--- config.mk ---
export PLATFORM = sky130hd
export DESIGN_NAME = glitch_cmd_sender
export DESIGN_NICKNAME = d
export VERILOG_FILES = /design/src/rtl/glitch_cmd_pkg.sv /design/src/rtl/uart_rx.sv /design/src/rtl/uart_tx.sv /design/src/rtl/glitch_cmd_sender.sv
export SDC_FILE = /design/constraint.sdc
export NUM_CORES = 1
export LEC_CHECK = 0
export BUFFER_PORTS_ARGS = -buffer_cell sky130_fd_sc_hd__buf_4
export CAP_MARGIN = 15
export CORE_ASPECT_RATIO = 1.5
export CORE_MARGIN = 4
export CORE_UTILIZATION = 30
export CTS_CLUSTER_SIZE = 28
export DETAILED_ROUTE_END_ITERATION = 6
export PLACE_DENSITY = 0.53
export SLEW_MARGIN = 20
export SYNTH_ARGS = -nofsm -noshare
export SYNTH_HDL_FRONTEND = slang
export SYNTH_SLANG_ARGS = --single-unit
--- constraint.sdc ---
create_clock -name clk -period 5.7 [get_ports clk]
set_input_delay 0.285 -clock clk [delete_from_list [all_inputs] [get_ports clk]]
set_output_delay 0.285 -clock clk [all_outputs]
set_load 0.01 [all_outputs]
--- src/rtl/glitch_cmd_pkg.sv ---
// Shared constants, error codes and FSM state encoding for the glitch
// command sender (frame layout, sync/command bytes, abort reasons).
package glitch_cmd_pkg;

  localparam logic [7:0] SYNC_BYTE   = 8'hA5;
  localparam logic [7:0] CMD_SET_CFG = 8'h01;

  localparam int         FRAME_LEN = 10;
  localparam logic [3:0] LAST_IDX  = 4'(FRAME_LEN - 1);

  localparam logic [1:0] ERR_NONE     = 2'b00;
  localparam logic [1:0] ERR_MISMATCH = 2'b01;
  localparam logic [1:0] ERR_TIMEOUT  = 2'b10;

  typedef enum logic [2:0] {
    ST_IDLE,
    ST_LOAD,
    ST_SEND,
    ST_WAIT,
    ST_NEXT,
    ST_DONE,
    ST_ABORT
  } state_e;

  // XOR of frame bytes 1..8 (command byte through the enable byte).
  function automatic logic [7:0] frame_checksum(
    input logic [15:0] delay,
    input logic [7:0]  width,
    input logic [7:0]  num_pulses,
    input logic [15:0] spacing,
    input logic        pulse_en
  );
    return CMD_SET_CFG ^ delay[15:8] ^ delay[7:0] ^ width ^ num_pulses ^
           spacing[15:8] ^ spacing[7:0] ^ {7'b0, pulse_en};
  endfunction

endpackage

--- src/rtl/uart_rx.sv ---
// 8N1 UART receiver used for echo checking. Only built when
// GLITCH_CMD_ECHO_CHECK_EN is defined. valid_o pulses one cycle per
// byte whose stop bit was seen high.
`ifdef GLITCH_CMD_ECHO_CHECK_EN
module uart_rx #(
  parameter int CLK_FREQ  = 50_000_000,
  parameter int BAUD_RATE = 115200
) (
  input  logic       clk,
  input  logic       rst_n,
  input  logic       rx_i,
  output logic [7:0] data_o,
  output logic       valid_o
);

  localparam int               CLKS_PER_BIT = CLK_FREQ / BAUD_RATE;
  localparam int               CNT_W        = $clog2(CLKS_PER_BIT + 1);
  localparam logic [CNT_W-1:0] CNT_LAST     = CNT_W'(CLKS_PER_BIT - 1);
  localparam logic [CNT_W-1:0] HALF_LAST    = CNT_W'(CLKS_PER_BIT / 2 - 1);

  typedef enum logic [1:0] {RX_IDLE, RX_START, RX_DATA, RX_STOP} rx_state_e;

  rx_state_e        st_q;
  logic             sync1_q, sync2_q;
  logic [CNT_W-1:0] cnt_q;
  logic [2:0]       bit_q;
  logic [7:0]       shift_q;
  logic [7:0]       data_q;
  logic             valid_q;

  // Two-flop synchronizer for the asynchronous serial input.
  always_ff @(posedge clk or negedge rst_n) begin
    if (!rst_n) begin
      sync1_q <= 1'b1;
      sync2_q <= 1'b1;
    end else begin
      sync1_q <= rx_i;
      sync2_q <= sync1_q;
    end
  end

  // Start-bit qualification at mid-bit, then sample each bit at its centre.
  always_ff @(posedge clk or negedge rst_n) begin
    if (!rst_n) begin
      st_q    <= RX_IDLE;
      cnt_q   <= '0;
      bit_q   <= '0;
      shift_q <= '0;
      data_q  <= '0;
      valid_q <= 1'b0;
    end else begin
      valid_q <= 1'b0;
      unique case (st_q)
        RX_IDLE: begin
          if (!sync2_q) begin
            st_q  <= RX_START;
            cnt_q <= '0;
          end
        end
        RX_START: begin
          if (cnt_q == HALF_LAST) begin
            cnt_q <= '0;
            bit_q <= '0;
            st_q  <= sync2_q ? RX_IDLE : RX_DATA;
          end else begin
            cnt_q <= cnt_q + 1'b1;
          end
        end
        RX_DATA: begin
          if (cnt_q == CNT_LAST) begin
            cnt_q   <= '0;
            shift_q <= {sync2_q, shift_q[7:1]};
            if (bit_q == 3'd7) st_q <= RX_STOP;
            else               bit_q <= bit_q + 3'd1;
          end else begin
            cnt_q <= cnt_q + 1'b1;
          end
        end
        RX_STOP: begin
          if (cnt_q == CNT_LAST) begin
            cnt_q <= '0;
            st_q  <= RX_IDLE;
            if (sync2_q) begin
              data_q  <= shift_q;
              valid_q <= 1'b1;
            end
          end else begin
            cnt_q <= cnt_q + 1'b1;
          end
        end
        default: st_q <= RX_IDLE;
      endcase
    end
  end

  assign data_o  = data_q;
  assign valid_o = valid_q;

endmodule
`endif

--- src/rtl/uart_tx.sv ---
// 8N1 UART transmitter. A one-cycle tx_en_i while idle starts a byte;
// busy_o rises the cycle after the enable and falls after the stop bit.
module uart_tx #(
  parameter int CLK_FREQ  = 50_000_000,
  parameter int BAUD_RATE = 115200
) (
  input  logic       clk,
  input  logic       rst_n,
  input  logic       tx_en_i,
  input  logic [7:0] tx_data_i,
  output logic       tx_o,
  output logic       busy_o
);

  localparam int                CLKS_PER_BIT = CLK_FREQ / BAUD_RATE;
  localparam int                CNT_W        = $clog2(CLKS_PER_BIT + 1);
  localparam logic [CNT_W-1:0]  CNT_LAST     = CNT_W'(CLKS_PER_BIT - 1);

  logic             busy_q;
  logic             tx_q;
  logic [8:0]       shift_q;
  logic [3:0]       bit_q;
  logic [CNT_W-1:0] cnt_q;

  // Bit timer and shifter: start bit, 8 data bits LSB first, stop bit.
  always_ff @(posedge clk or negedge rst_n) begin
    if (!rst_n) begin
      busy_q  <= 1'b0;
      tx_q    <= 1'b1;
      shift_q <= '1;
      bit_q   <= '0;
      cnt_q   <= '0;
    end else if (!busy_q) begin
      if (tx_en_i) begin
        busy_q  <= 1'b1;
        tx_q    <= 1'b0;
        shift_q <= {1'b1, tx_data_i};
        bit_q   <= '0;
        cnt_q   <= '0;
      end
    end else if (cnt_q == CNT_LAST) begin
      cnt_q <= '0;
      if (bit_q == 4'd9) begin
        busy_q <= 1'b0;
      end else begin
        tx_q    <= shift_q[0];
        shift_q <= {1'b1, shift_q[8:1]};
        bit_q   <= bit_q + 4'd1;
      end
    end else begin
      cnt_q <= cnt_q + 1'b1;
    end
  end

  assign tx_o   = tx_q;
  assign busy_o = busy_q;

endmodule

--- src/rtl/glitch_cmd_sender.sv ---
// Host-side glitch configuration sender: latches the parameters on a start
// strobe and serializes a 10-byte SET_CFG frame over UART.
// Define GLITCH_CMD_ECHO_CHECK_EN to add a receiver that compares each
// byte's echo (with timeout) before sending the next one; otherwise bytes
// are paced by the transmitter alone and no error is ever reported.
module glitch_cmd_sender
  import glitch_cmd_pkg::*;
#(
  parameter int CLK_FREQ     = 50_000_000,
  parameter int BAUD_RATE    = 115200,
  parameter int ECHO_TIMEOUT = 10_000
) (
  input  logic        clk,
  input  logic        rst_n,
  input  logic        start_i,
  input  logic [15:0] delay_i,
  input  logic [7:0]  width_i,
  input  logic [7:0]  num_pulses_i,
  input  logic [15:0] pulse_spacing_i,
  input  logic        pulse_en_i,
  output logic        uart_tx_o,
  input  logic        uart_rx_i,
  output logic        busy_o,
  output logic        done_o,
  output logic        error_o,
  output logic [1:0]  err_code_o
);

  state_e      state_q, state_d;
  logic [3:0]  idx_q, idx_d;
  logic [15:0] dly_q, dly_d;
  logic [7:0]  wid_q, wid_d;
  logic [7:0]  npulse_q, npulse_d;
  logic [15:0] spc_q, spc_d;
  logic        pen_q, pen_d;
  logic [7:0]  csum_q, csum_d;
  logic        tx_en_q, tx_en_d;
  logic [7:0]  tx_data_q, tx_data_d;

  logic        tx_busy;
  logic [7:0]  frame_byte;

`ifdef GLITCH_CMD_ECHO_CHECK_EN
  localparam logic [31:0] TIMEOUT_LIMIT = 32'(ECHO_TIMEOUT);

  logic [31:0] timeout_q, timeout_d;
  logic [1:0]  err_code_q, err_code_d;
  logic [7:0]  rx_data;
  logic        rx_valid;

  uart_rx #(
    .CLK_FREQ  (CLK_FREQ),
    .BAUD_RATE (BAUD_RATE)
  ) u_uart_rx (
    .clk     (clk),
    .rst_n   (rst_n),
    .rx_i    (uart_rx_i),
    .data_o  (rx_data),
    .valid_o (rx_valid)
  );
`else
  logic        seen_busy_q, seen_busy_d;
  logic        unused_rx;
  logic [31:0] unused_timeout;

  assign unused_rx      = uart_rx_i;
  assign unused_timeout = 32'(ECHO_TIMEOUT);
`endif

  uart_tx #(
    .CLK_FREQ  (CLK_FREQ),
    .BAUD_RATE (BAUD_RATE)
  ) u_uart_tx (
    .clk       (clk),
    .rst_n     (rst_n),
    .tx_en_i   (tx_en_q),
    .tx_data_i (tx_data_q),
    .tx_o      (uart_tx_o),
    .busy_o    (tx_busy)
  );

  // Frame byte selected by the current index from the latched parameters.
  always_comb begin
    frame_byte = 8'h00;
    unique case (idx_q)
      4'd0:    frame_byte = SYNC_BYTE;
      4'd1:    frame_byte = CMD_SET_CFG;
      4'd2:    frame_byte = dly_q[15:8];
      4'd3:    frame_byte = dly_q[7:0];
      4'd4:    frame_byte = wid_q;
      4'd5:    frame_byte = npulse_q;
      4'd6:    frame_byte = spc_q[15:8];
      4'd7:    frame_byte = spc_q[7:0];
      4'd8:    frame_byte = {7'b0, pen_q};
      4'd9:    frame_byte = csum_q;
      default: frame_byte = 8'h00;
    endcase
  end

  // Next-state logic: latch, send one byte, wait for pacing/echo, advance.
  always_comb begin
    state_d   = state_q;
    idx_d     = idx_q;
    dly_d     = dly_q;
    wid_d     = wid_q;
    npulse_d  = npulse_q;
    spc_d     = spc_q;
    pen_d     = pen_q;
    csum_d    = csum_q;
    tx_en_d   = 1'b0;
    tx_data_d = tx_data_q;
`ifdef GLITCH_CMD_ECHO_CHECK_EN
    timeout_d  = timeout_q;
    err_code_d = err_code_q;
`else
    seen_busy_d = seen_busy_q;
`endif

    unique case (state_q)
      ST_IDLE: begin
        if (start_i) begin
          dly_d    = delay_i;
          wid_d    = width_i;
          npulse_d = num_pulses_i;
          spc_d    = pulse_spacing_i;
          pen_d    = pulse_en_i;
          state_d  = ST_LOAD;
        end
      end
      ST_LOAD: begin
        idx_d   = '0;
        csum_d  = frame_checksum(dly_q, wid_q, npulse_q, spc_q, pen_q);
`ifdef GLITCH_CMD_ECHO_CHECK_EN
        err_code_d = ERR_NONE;
`endif
        state_d = ST_SEND;
      end
      ST_SEND: begin
`ifdef GLITCH_CMD_ECHO_CHECK_EN
        timeout_d = '0;
`else
        seen_busy_d = 1'b0;
`endif
        if (!tx_busy) begin
          tx_en_d   = 1'b1;
          tx_data_d = frame_byte;
          state_d   = ST_WAIT;
        end
      end
      ST_WAIT: begin
`ifdef GLITCH_CMD_ECHO_CHECK_EN
        if (rx_valid) begin
          if (rx_data == frame_byte) begin
            state_d = ST_NEXT;
          end else begin
            err_code_d = ERR_MISMATCH;
            state_d    = ST_ABORT;
          end
        end else if (timeout_q >= TIMEOUT_LIMIT) begin
          err_code_d = ERR_TIMEOUT;
          state_d    = ST_ABORT;
        end else if (timeout_q != 32'hFFFF_FFFF) begin
          timeout_d = timeout_q + 32'd1;
        end
`else
        if (tx_busy) begin
          seen_busy_d = 1'b1;
        end else if (seen_busy_q) begin
          state_d = ST_NEXT;
        end
`endif
      end
      ST_NEXT: begin
        if (idx_q == LAST_IDX) begin
          state_d = ST_DONE;
        end else begin
          idx_d   = idx_q + 4'd1;
          state_d = ST_SEND;
        end
      end
      ST_DONE:  state_d = ST_IDLE;
      ST_ABORT: state_d = ST_IDLE;
      default:  state_d = ST_IDLE;
    endcase
  end

  // State and datapath registers; reset drops any frame in flight.
  always_ff @(posedge clk or negedge rst_n) begin
    if (!rst_n) begin
      state_q   <= ST_IDLE;
      idx_q     <= '0;
      dly_q     <= '0;
      wid_q     <= '0;
      npulse_q  <= '0;
      spc_q     <= '0;
      pen_q     <= 1'b0;
      csum_q    <= '0;
      tx_en_q   <= 1'b0;
      tx_data_q <= '0;
`ifdef GLITCH_CMD_ECHO_CHECK_EN
      timeout_q  <= '0;
      err_code_q <= ERR_NONE;
`else
      seen_busy_q <= 1'b0;
`endif
    end else begin
      state_q   <= state_d;
      idx_q     <= idx_d;
      dly_q     <= dly_d;
      wid_q     <= wid_d;
      npulse_q  <= npulse_d;
      spc_q     <= spc_d;
      pen_q     <= pen_d;
      csum_q    <= csum_d;
      tx_en_q   <= tx_en_d;
      tx_data_q <= tx_data_d;
`ifdef GLITCH_CMD_ECHO_CHECK_EN
      timeout_q  <= timeout_d;
      err_code_q <= err_code_d;
`else
      seen_busy_q <= seen_busy_d;
`endif
    end
  end

  assign busy_o = (state_q != ST_IDLE) && (state_q != ST_DONE) && (state_q != ST_ABORT);
  assign done_o = (state_q == ST_DONE) || (state_q == ST_ABORT);

`ifdef GLITCH_CMD_ECHO_CHECK_EN
  assign error_o    = (state_q == ST_ABORT);
  assign err_code_o = err_code_q;
`else
  assign error_o    = 1'b0;
  assign err_code_o = ERR_NONE;
`endif

endmodule

# After elaboration in Yosys (flattened, before gate mapping)
# Index checks and enable logic that the tools add are counted.
# totals
register_bits	98
inputBits	53
out_inout_bits	6
elab_cells	101
# classes
addsub	3
eq_ne	27
mux	32
n_bitwise	8
n_reduce_logical	15
# ops
operator	count
one-hot mux 8 bit (10 select lines)	1
2-to-1 mux 9 bit	7
bitwise XOR 8 bit	5
2-to-1 mux 4 bit	5
equality test 4 x 3 -> 1 bit, second input constant	4
2-to-1 mux 3 bit	5
one-hot mux 3 bit (5 select lines)	1
inequality test 2 bit, second input constant	7
equality test 4 bit, second input constant	3
2-to-1 mux 1 bit	11
adder 9 x 1 -> 9 bit, second input constant	1
equality test 3 bit, second input constant	3
equality test 9 bit, second input constant	1
adder 4 x 1 -> 4 bit, second input constant	2
equality test 4 x 2 -> 1 bit, second input constant	2
one-hot mux 4 bit (2 select lines)	1
AND reduction 2 bit	4
bitwise XOR 8 x 1 -> 8 bit	1
equality test 3 x 2 -> 1 bit, second input constant	2
inequality test 3 bit, second input constant	2
nonzero test 2 bit	3
equality test 4 x 1 -> 1 bit, second input constant	1
zero test 4 bit	1
AND reduction 4 bit	1
other kinds (9)	11

# Logic depth before layout (Yosys ltp)
# Gate-level depths: netlist of run 1.
# logic_depth
ltp_word	7
mapped_depth	8
mapped_depth_nobuf	6

# By module
# From an unflattened synthesis of run 1, not the netlist that was laid out.
# unflattened
cells_unflattened	452
hier_area_um2	5089.9
# by_module_without_submodules
module	instances	cells_each	area_per_inst_um2	seq_area_each_um2
glitch_cmd_sender	1	332	3783.6	1851.8
uart_tx	1	120	1306.3	586.8

# Worst setup path after synthesis of run 1
# Ideal clock, no wire load.
# synth_path
path_kind	register -> register
from	register u_uart_tx.cnt_q[6]
to	register u_uart_tx.bit_q[3]
setup_ns	0.078
arrival_time_ns	1.908
required_ns	5.622
setup_slack_ns	3.715
path_stages_with_launch	5
path_buffers	0
path_cell_list	dfrtp_1 or4b_4 o41a_1 or3_1 a21oi_1
# synth_via
elab_chain_cells	3
# synth_lines
item	line_no	source
start, declared	uart_tx.sv:23	logic [CNT_W-1:0] cnt_q;
start signal, assigned	uart_tx.sv:51	cnt_q <= cnt_q + 1'b1;
equality test 9 bit	uart_tx.sv:41	end else if (cnt_q == CNT_LAST) begin
inequality test 2 bit (no source line)	n/a	
AND reduction 3 bit (no source line)	n/a	
end signal, assigned	uart_tx.sv:48	bit_q <= bit_q + 4'd1;
end, declared	uart_tx.sv:22	logic [3:0] bit_q;
# Every way passes these cells.
# A chain may end at the register's enable or synchronous reset.

# Worst setup path after layout of run 1
# layout_path
from	register idx_q[0]
to	register tx_data_q[3]
# layout_via
elab_chain_cells	2
elab_cells_between_ends	11
cone_classes	eq/ne (9); mux (1); reduce/logical (1)
# layout_lines
item	line_no	source
start, declared	glitch_cmd_sender.sv:30	logic [3:0] idx_q, idx_d;
start signal, assigned	glitch_cmd_sender.sv:208	idx_q <= idx_d;
equality test 4 bit (tied with other cells)	glitch_cmd_sender.sv:85	unique case (idx_q)
one-hot mux 8 bit (10 select lines) *	glitch_cmd_sender.sv:85	
end signal, assigned	glitch_cmd_sender.sv:216	tx_data_q <= tx_data_d;
end, declared	glitch_cmd_sender.sv:38	logic [7:0] tx_data_q, tx_data_d;
# Every way passes the cells marked *; elsewhere a longest branch is shown, timed or not.

==> qor.csv, run 1 <==
stage,metric,value,unit
detailed_routing,DR pass1 iterations,5,
floorplan,row cnt,57,
cts,Root Driver,clkbuf_16,
yosys,asr flop ratio synth,100.0,%
power,Psw,276.8,uW
worst_setup_path,reg2reg setup slack,3.26,ns
power,clock network power share,48.8,%
timing,final slew viol count,0,
placement,DP HPWL,7736,um
worst_hold_path,worst hold path type,primary input to flip-flop,
cts,Inserted Clock Buffers,9,
global_route,met2 Usage GRT,22.25,%
global_route,number of global-route vias before repair,3673,
detailed_routing,via-per-instance ratio,5.047,
global_route,largest net degree at the start of global routing,81,
worst_setup_path,CP Launch Type,flip-flop,
global_route,GRT Overall Usage,12.39,%
cells_and_area,layout cells sized above 1,28.95,%
placement,GP Congestion,0.7448,
yosys,ys flop type,dfrtp_1,
detailed_routing,Iter 0 DRT Violations,173,
cells_and_area,# nets final,550,
yosys,synth warn,0,
timing,Final Cycle Share,42.75,%
cts,CTS tree,yes,
timing,final count of hold timing violations,0,
global_route,met3 global-route usage,1.466,%
global_route,first-pass GRT wire length,18570,um
cells_and_area,synth-to-layout area growth,19.15,%
cells_and_area,final core utilization,36.21,%
timing,Setup TNS Final,0,ns
timing,endpoints failing setup,0,
status,status,finished clean,
power,static leakage,2.574,nW
global_route,grt peak-use layer,met2,
worst_setup_path,CP peak stage delay,0.66,ns
yosys,Mapped Cells,444,
power,Power Density,243.7,nW/um2
worst_setup_path,Worst setup EP type,flip-flop,
cts,"CTS clk-pin slew, worst paths",0.07,ns
detailed_routing,DRC Markers,0,
worst_setup_path,Crit path arrival time,2.67,ns
placement,Port Buffers,54,
yosys,"EDFF count, synth",0,
power,Worst VDD drop,0.0001222,V
power,Seq pwr share,48.2,%
timing,max frequency,410.4,MHz
yosys,post-synthesis sequential area ratio,49.57,%
floorplan,chip width,112.6,um
timing,min cycle time layout,2.437,ns
cts,Max Root-Sink Buffers,2,
worst_setup_path,critical path class,flip-flop to flip-flop,
power,switching share of power,19.37,%
cells_and_area,n_diodes,0,
power,Comb power frac,3.0,%
floorplan,I/O Pins,59,
detailed_routing,DR vias,3533,
timing,Rel. slew slack,47.65,%
global_route,met1 usage,14.94,%
timing,worst-margin pin slew,0.7853,ns
timing,Setup Skew,0.009944,ns
yosys,Yosys reg bits,97,
worst_setup_path,Worst EP required,5.93,ns
worst_setup_path,CP Cell Sequence,inv_1 > ha_1 > nor4_1 > o22ai_1 > nand2_1 > o41ai_1,
yosys,syn_area_per_cell,11.08,um2
cts,CTS H-Tree Depth,3,
cts,Clock Sinks,97,
yosys,Netlist cell types,56,
floorplan,Die ar.,18550,um2
timing,WHS,0.1735,ns
global_route,antenna violations before repair,0,
power,Pint,1.152,mW
floorplan,initial core utilization,30.39,%
floorplan,die height,164.8,um
run,max_cap viols,0,
detailed_routing,final antenna-violating net count,0,
yosys,Post-Synthesis Cell Area,4920,um2
cts,Clock Latency Late Sink,0.34,ns
worst_setup_path,critical path peak fanout,16,
timing,RSZ-0062 raised after global routing,no,
detailed_routing,WL final,11110,um
global_route,gr ovfl total,0,
floorplan,core area,16190,um2
detailed_routing,DR WL/cell,15.86,um
worst_setup_path,"Max stage delay cell, worst path",ha_1,
## what timing repair did
| item | 4_1_cts | 5_1_grt |
|---|---|---|
| gates resized for setup | 0 | 0 |
| buffers inserted | 0 | 0 |
| hold buffers | 1 | 0 |
| endpoints found under the hold margin | 17 | 0 |
## per-stage QoR
step                cell area, um2  setup slack, ns  std cells  total power [mW]
floorplan                     4927            3.715        446            0.7041
global placement              5502            3.343        683            0.7442
detailed placement            5503            3.322        683            0.7446
CTS                           5858            3.308        700             1.447
global route                  5862            3.090        700             1.478
finish                        5862            3.263        700             1.429
## registers in the layout, summed over array words and instances (netlist names), 3 cells and up
signal,count
dly_q,16
spc_q,16
u_uart_tx.cnt_q,9
csum_q,8
npulse_q,8
tx_data_q,8
u_uart_tx.shift_q,8
wid_q,8
idx_q,4
u_uart_tx.bit_q,4
state_q,3
## final timing paths
path,startpoint,to,depth (start not counted)
max in group asynchronous,rst_n,csum_q[1],3
min in group asynchronous,rst_n,u_uart_tx.cnt_q[3],2
max,idx_q[0],tx_data_q[3],6
min,pulse_spacing_i[15],spc_q[15],2
max reg2reg,idx_q[0],tx_data_q[3],6
min reg2reg,u_uart_tx.shift_q[7],u_uart_tx.shift_q[7],2
## cells in the final DEF (no fill, tap or decap), types with 4 or more instances in the layout
cell / synthesis / routed
o21ai_0: 18 / 18
o22ai_1: 4 / 4
dfstp_2: 9 / 9
buf_4: 3 / 56
mux2i_1: 6 / 6
nand3_1: 8 / 8
a222oi_1: 6 / 6
o221a_2: 6 / 6
nand2_1: 31 / 31
or2b_1: 5 / 5
nand2b_1: 5 / 5
a21oi_1: 26 / 26
clkbuf_16: 0 / 9
nor2b_1: 5 / 5
xnor2_1: 40 / 40
inv_1: 10 / 10
dfrtp_1: 88 / 88
a221oi_1: 6 / 6
nor2_1: 18 / 18
nor3_1: 8 / 8
mux2_2: 50 / 50
ha_1: 8 / 8
nand4_1: 5 / 5
## synth_stat cells (all sizes together), types with 8 or more instances
cell     n  area (um2)
dfrtp   88        2202
mux2    50       563.0
xnor2   40       350.3
nand2   31       116.4
a21oi   26       130.1
o21ai   19       95.09
clkbuf  18       67.56
nor2    18       67.56
inv     10       37.54
dfstp    9       236.5
buf      8       45.04
ha       8       100.1
nand3    8       40.04
nor3     8       40.04
## kinds of logic after synthesis
| family | Yosys count | share of synthesized area (%) |
|---|---|---|
| and+or+nand+nor | 106 | 11.24 |
| AOI/OAI and AO/OA | 98 | 13.89 |
| DFF | 97 | 49.57 |
| muxes | 56 | 12.67 |
| xor gates and xnor gates | 42 | 7.477 |
| buffers and inverters | 36 | 3.052 |
| adders and majority gates | 8 | 2.035 |
| other | 1 | 0.07622 |
## area by class of cell
type / instances / area [um2]
Fill cell: 1605 / 10330
Sequential cell: 97 / 2439
Multi-Input combinational cell: 313 / 2341
Timing Repair Buffer: 58 / 441.7
Tap cell: 206 / 257.7
Clock buffer: 11 / 242.7
Clock inverter: 5 / 102.6
Inverter: 10 / 37.54
## routing by layer
layer / part of all wire, % / wire length, um
met1: 43 / 4748
met5: 0 / 0
met3: 2.5 / 276
met2: 53 / 5891
met4: 1.7 / 189
## power by group through the flow
stage | clock [mW] | sequential (mW) | combinational, mW
global placement | 0 | 0.701 | 0.0430
global route | 0.742 | 0.688 | 0.0481
detailed placement | 0 | 0.701 | 0.0433
floorplan | 0 | 0.701 | 0.00268
CTS | 0.714 | 0.688 | 0.0441
finish | 0.698 | 0.688 | 0.0426
## critical path: cells and delay by family (launching register included)
kind | cells | cell delay [ns]
AO/OA/AOI/OAI | 2 | 0.67
adder cells (fa/ha/maj) | 1 | 0.66
flip-flops | 1 | 0.45
AND/OR/NAND/NOR | 2 | 0.42
buffers and inverters | 1 | 0.11
Note: power is estimated with default switching activity, not from simulation.
==> inputs of run 2 (changes only) <==
--- a/config.mk
+++ b/config.mk
@@ -12,7 +12,7 @@
 export CORE_UTILIZATION = 30
 export CTS_CLUSTER_SIZE = 28
 export DETAILED_ROUTE_END_ITERATION = 6
-export PLACE_DENSITY = 0.53
+export PLACE_DENSITY = 0.54
 export SLEW_MARGIN = 20
 export SYNTH_ARGS = -nofsm -noshare
 export SYNTH_HDL_FRONTEND = slang
==> constraint.sdc (replaced) <==
create_clock -name clk -period 1.98 [get_ports clk]
set_input_delay 0.099 -clock clk [delete_from_list [all_inputs] [get_ports clk]]
set_output_delay 0.099 -clock clk [all_outputs]
set_load 0.01 [all_outputs]
==> run 2 against run 1 <==
Combinational power grew to 4.8 times the previous value. First-iteration DRC count grew 10%. Cell count grew 11%. Worst setup slack lost 3.2 ns. Register-to-register slack lost 3.2 ns. Largest cell class unchanged.
==> qor.csv, run 2 (synthesis gave the netlist of run 1 again) <==
stage,metric,value,unit
global_route,met1 usage,15.25,%
cells_and_area,n_diodes,0,
timing,RSZ-0062 raised after global routing,yes,
global_route,gr ovfl total,0,
cells_and_area,most frequent cells in the layout,"86 x dfrtp_1, 80 x buf_4, 50 x mux2_2, 50 x dlygate4sd3_1, 40 x xnor2_1",
timing,WHS,0.1692,ns
placement,Port Buffers,54,
global_route,first-pass GRT wire length,19480,um
worst_hold_path,hold path depth,4,
worst_setup_path,origin of the critical flop-to-flop path,u_uart_tx.cnt_q[6],
floorplan,row cnt,57,
detailed_routing,Iter 0 DRT Violations,191,
cells_and_area,final core utilization,40.83,%
timing,Setup TNS Final,0,ns
global_route,number of global-route vias before repair,4003,
timing,endpoints failing setup,0,
detailed_routing,DR vias,3852,
placement,DP Area,5782,um2
worst_setup_path,Worst EP required,2.25,ns
worst_setup_path,CP Cell Sequence,or4b_4 > o41a_1 > or3_4 > a21oi_2,
detailed_routing,final antenna-violating net count,0,
worst_hold_path,Worst Hold Launch,start_i,
detailed_routing,WL final,11730,um
cells_and_area,Post-Layout Cell Count,778,
status,status,finished clean,
floorplan,chip width,112.6,um
detailed_routing,DR WL/cell,15.07,um
worst_setup_path,"Max stage delay cell, worst path",or4b_4,
timing,final slew viol count,0,
global_route,met2 Usage GRT,23.19,%
floorplan,I/O Pins,59,
detailed_routing,via-per-instance ratio,4.951,
timing,Final WS setup,0.02293,ns
floorplan,Die ar.,18550,um2
placement,DP HPWL,8446,um
global_route,grt peak-use layer,met2,
cts,Max Root-Sink Buffers,2,
cts,"CTS clk-pin slew, worst paths",0.07,ns
detailed_routing,DRC Markers,0,
worst_setup_path,CP peak stage delay,0.55,ns
cells_and_area,post-route cell area,6610,um2
cells_and_area,Filler cells,1540,
worst_setup_path,Worst Reg-to-Reg Cells,4,
power,static leakage,2.902,nW
placement,GP Congestion,0.7562,
cts,CTS tree,yes,
cts,Post-CTS Setup Bufs,0,
cts,CTS H-Tree Depth,3,
worst_hold_path,Hold Path End,state_q[2],
floorplan,core area,16190,um2
global_route,met3 global-route usage,2.053,%
cts,Clock Latency Late Sink,0.34,ns
cells_and_area,top flop regs,"dly_q: 16 flops, spc_q: 16 flops, u_uart_tx.cnt_q: 9 flops",
global_route,largest net degree at the start of global routing,50,
worst_setup_path,critical path class,flip-flop to flip-flop,
timing,max frequency,511.0,MHz
cells_and_area,Reg area,2441,um2
run,max_cap viols,0,
power,Power Density,577.5,nW/um2
placement,placed cell count,712,
floorplan,initial core utilization,30.39,%
cts,Root Driver,clkbuf_16,
worst_setup_path,reg2reg setup slack,0.02,ns
cts,Inserted Clock Buffers,9,
global_route,antenna violations before repair,0,
floorplan,die height,164.8,um
timing,final count of hold timing violations,0,
worst_hold_path,worst hold path type,primary input to flip-flop,
detailed_routing,DR pass1 iterations,6,
timing,Final Cycle Share,98.84,%
cts,Clock Sinks,97,
cells_and_area,layout cells sized above 1,31.82,%
timing,Setup Skew,0.007466,ns
worst_setup_path,Crit path arrival time,2.23,ns
cells_and_area,multi-input logic area,2390,um2
placement,pre-CTS WS,0.04763,ns
power,Power Total,3.817,mW
power,Worst VDD drop,0.0003193,V
worst_setup_path,CP Launch Type,flip-flop,
cells_and_area,synth-to-layout area growth,34.36,%
cells_and_area,"most common cell after layout, fill and taps aside",dfrtp_1,
cells_and_area,# nets final,628,
worst_setup_path,critical path peak fanout,7,
worst_setup_path,Worst R2R End,u_uart_tx.bit_q[3],
timing,min cycle time layout,1.957,ns
global_route,GRT Overall Usage,12.87,%
worst_setup_path,Worst setup EP type,flip-flop,
-- run 2: cell count changes in the layout (fill, tap and decap cells not counted), moves of 2 or more --
cell,delta
dlygate4sd3_1,+49
buf_4,+24
buf_12,+5
bufinv_16,-3
a21oi_1,-2
a21oi_2,+2
dfrtp_1,-2
dfrtp_2,+2
o221a_2,-2
o221a_4,+2
or3_1,-2
or3_4,+2
-- run 2: layout make-up --
type | instances | share of cell area [%]
clock inverter | 7 | 0.7004
sequential | 97 | 36.93
inverter | 10 | 0.5679
tap | 206 | 3.899
clock buffer | 9 | 3.407
timing repair buffer | 136 | 18.34
multi-input combinational | 313 | 36.15
-- run 2: worst max-delay path, delay by kind of cell (launching register included) --
family             cells  cell delay [ns]
and+or+nand+nor        2             0.96
AOI/OAI and AO/OA      2             0.56
DFF                    1             0.38
-- run 2: worst max-delay path by stage --
stage                             from            endpoint  slack [ns]
floorplan                   state_q[2]            dly_q[0]        0.07
global placement    u_uart_tx.cnt_q[6]  u_uart_tx.bit_q[3]        0.07
detailed placement  u_uart_tx.cnt_q[6]  u_uart_tx.bit_q[3]        0.05
CTS                 u_uart_tx.cnt_q[6]  u_uart_tx.bit_q[3]        0.02
global route        u_uart_tx.cnt_q[6]  u_uart_tx.bit_q[3]       -0.04
finish              u_uart_tx.cnt_q[6]  u_uart_tx.bit_q[3]        0.02
-- run 2: report_power, final --
part           switching [mW]  internal [mW]  leakage [nW]
registers                   0           1.98          1.25
logic                  0.0735          0.133          1.52
clock network           0.780          0.850         0.129
-- run 2: layer usage --
metal	share of wire, %	routed length, um
met5	0	0
met4	2.0	234
met3	2.3	274
met2	54	6370
met1	41	4847
-- run 2: repair_timing --
| action | 4_1_cts | 5_1_grt |
|---|---|---|
| gates resized for setup | 0 | 13 |
| hold endpoints to repair | 71 | 1 |
| hold buffers | 49 | 1 |
| endpoints found under the setup margin | 0 | 12 |
==> inputs of run 3 (changes only) <==
--- a/config.mk
+++ b/config.mk
@@ -13,6 +13,7 @@
 export CTS_CLUSTER_SIZE = 28
 export DETAILED_ROUTE_END_ITERATION = 6
 export PLACE_DENSITY = 0.54
+export SETUP_SLACK_MARGIN = 0.15
 export SLEW_MARGIN = 20
 export SYNTH_ARGS = -nofsm -noshare
 export SYNTH_HDL_FRONTEND = slang
==> run 3 against run 2 <==
Worst hold slack lost 0.16 ns. Non-clock buffer count grew 3. Clock power grew 17%. Sequential power is essentially flat. Clock skew shrank 0.0041 ns. Flip-flop and latch count is the same. Cell area grew 3.2%. Cell count grew 0.39%. Largest cell class is now multi-input gates.
==> qor.csv, run 3 (synthesis gave the netlist of run 1 again) <==
stage,metric,value,unit
floorplan,initial core utilization,30.39,%
floorplan,Die ar.,18550,um2
timing,Final Cycle Share,98.20,%
detailed_routing,DR WL/cell,15.09,um
worst_setup_path,Worst EP required,2.24,ns
cells_and_area,most frequent cells in the layout,"88 x buf_4, 86 x dfrtp_1, 50 x mux2_2",
global_route,largest net degree at the start of global routing,71,
timing,final count of hold timing violations,0,
detailed_routing,via-per-instance ratio,4.894,
cts,CTS tree,yes,
cells_and_area,top flop regs,"dly_q: 16 flops, spc_q: 16 flops, u_uart_tx.cnt_q: 9 flops",
power,static leakage,2.993,nW
cts,Root Driver,clkbuf_16,
cells_and_area,synth-to-layout area growth,38.63,%
timing,max frequency,514.3,MHz
cts,Clock Latency Late Sink,0.33,ns
cells_and_area,n_diodes,0,
detailed_routing,WL final,11780,um
worst_setup_path,Worst setup EP type,flip-flop,
timing,Setup Skew,0.003326,ns
timing,worst-margin pin slew,0.4963,ns
cts,Max Root-Sink Buffers,2,
cells_and_area,Filler cells,1508,
power,Worst VDD drop,0.0003891,V
cts,Inserted Clock Buffers,9,
power,Power Density,597.4,nW/um2
floorplan,die height,164.8,um
timing,final slew viol count,0,
cells_and_area,"most common cell after layout, fill and taps aside",buf_4,
floorplan,core area,16190,um2
timing,RSZ-0062 raised after global routing,yes,
worst_setup_path,Crit path arrival time,2.20,ns
timing,Setup TNS Final,0,ns
global_route,number of global-route vias before repair,4030,
detailed_routing,DR vias,3822,
status,status,finished clean,
worst_setup_path,CP Launch Type,flip-flop,
placement,GP Congestion,0.7657,
global_route,antenna violations before repair,0,
worst_setup_path,critical path class,flip-flop to flip-flop,
cts,CTS H-Tree Depth,3,
cells_and_area,Post-Layout Cell Count,781,
cells_and_area,# nets final,631,
detailed_routing,DRC Markers,0,
placement,DP HPWL,8271,um
cts,Clock Sinks,97,
floorplan,I/O Pins,59,
placement,Port Buffers,54,
run,max_cap viols,0,
global_route,gr ovfl total,0,
detailed_routing,Iter 0 DRT Violations,168,
placement,placed cell count,712,
floorplan,chip width,112.6,um
cts,"CTS clk-pin slew, worst paths",0.07,ns
detailed_routing,final antenna-violating net count,0,
global_route,first-pass GRT wire length,19630,um
global_route,GRT Overall Usage,12.82,%
worst_setup_path,critical path peak fanout,8,
detailed_routing,DR pass1 iterations,6,
timing,Rel. slew slack,66.79,%
floorplan,row cnt,57,
timing,min cycle time layout,1.944,ns
worst_hold_path,worst hold path type,primary input to flip-flop,
cells_and_area,layout cells sized above 1,36.70,%
timing,endpoints failing setup,0,
## run 3: changes by cell type in the layout (fill, tap and decap cells not counted), sizes merged
| cell | previous run | this run |
|---|---|---|
| inv | 11 | 10 |
| bufinv | 0 | 2 |
| buf | 86 | 95 |
| dlygate4sd3 | 50 | 44 |
| clkinv | 4 | 2 |
| clkbuf | 9 | 11 |
| clkinvlp | 2 | 1 |
## run 3: area by class of cell
| class | instances | area [um2] | area share, % |
|---|---|---|---|
| inverter | 10 | 40.04 | 0.5870 |
| timing repair buffer | 139 | 1206 | 17.68 |
| tap | 206 | 257.7 | 3.779 |
| clock buffer | 11 | 252.7 | 3.706 |
| sequential | 97 | 2441 | 35.79 |
| clock inverter | 5 | 77.57 | 1.137 |
| multi-input combinational | 313 | 2545 | 37.31 |
## run 3: path summary, 6_finish.rpt
path	from	slack, ns	cells after the start	endpoint
worst max-delay path	u_uart_tx.cnt_q[6]	0.04	4	u_uart_tx.bit_q[2]
worst min-delay path	pulse_spacing_i[15]	0.01	2	spc_q[15]
worst max register to register	u_uart_tx.cnt_q[6]	0.04	4	u_uart_tx.bit_q[2]
worst min register to register	u_uart_tx.tx_o	0.48	2	u_uart_tx.tx_o
max in group asynchronous	rst_n	0.97	3	u_uart_tx.shift_q[1]
min in group asynchronous	rst_n	0.27	2	state_q[2]
## run 3: per-stage QoR
step                hold slack [ns]  worst slack [ns]  power (mW)  area (um2)  utilization (%)
global placement            0.04365           0.03855       2.145        5757            35.56
detailed placement          0.04804           0.01770       2.147        5757            35.56
floorplan                   -0.1966            0.1103       2.027        4938                -
finish                      0.01034           0.03570       4.074        6820            42.13
CTS                        0.001023           0.02876       4.144        6606            40.81
global route               0.002778          -0.03787       4.228        6820            42.13
## run 3: power breakdown
group	leakage [nW]	total, mW	internal [mW]	switching (mW)
logic	1.58	0.192	0.123	0.0688
registers	1.25	1.98	1.98	0
clock network	0.162	1.90	1.17	0.728
## run 3: layer usage
| layer | vias to the layer above | global-route usage [%] | wire length [um] |
|---|---|---|---|
| met2 | 69 | 23.73 | 6418 |
| met3 | 6 | 1.760 | 355 |
| met1 | 1901 | 15.22 | 4886 |
| met5 | - | 0 | 0 |
| li1 | 1846 | - | - |
| met4 | 0 | 4.046 | 121 |
## run 3: timing repair
| item | in CTS | in global routing |
|---|---|---|
| gates cloned | 1 | 0 |
| setup endpoints to repair | 16 | 49 |
| hold buffers | 44 | 0 |
| setup buffers | 3 | 5 |
| resized for setup | 8 | 42 |
| endpoints found under the hold margin | 70 | 0 |
| pin swaps | 4 | 21 |
## run 3: worst max-delay path: stages, from the launching register on
cell and delay [ns]:
dfrtp_1 0.38, or4b_4 0.55, o41a_1 0.44, or3_1 0.34
a21oi_1 0.15
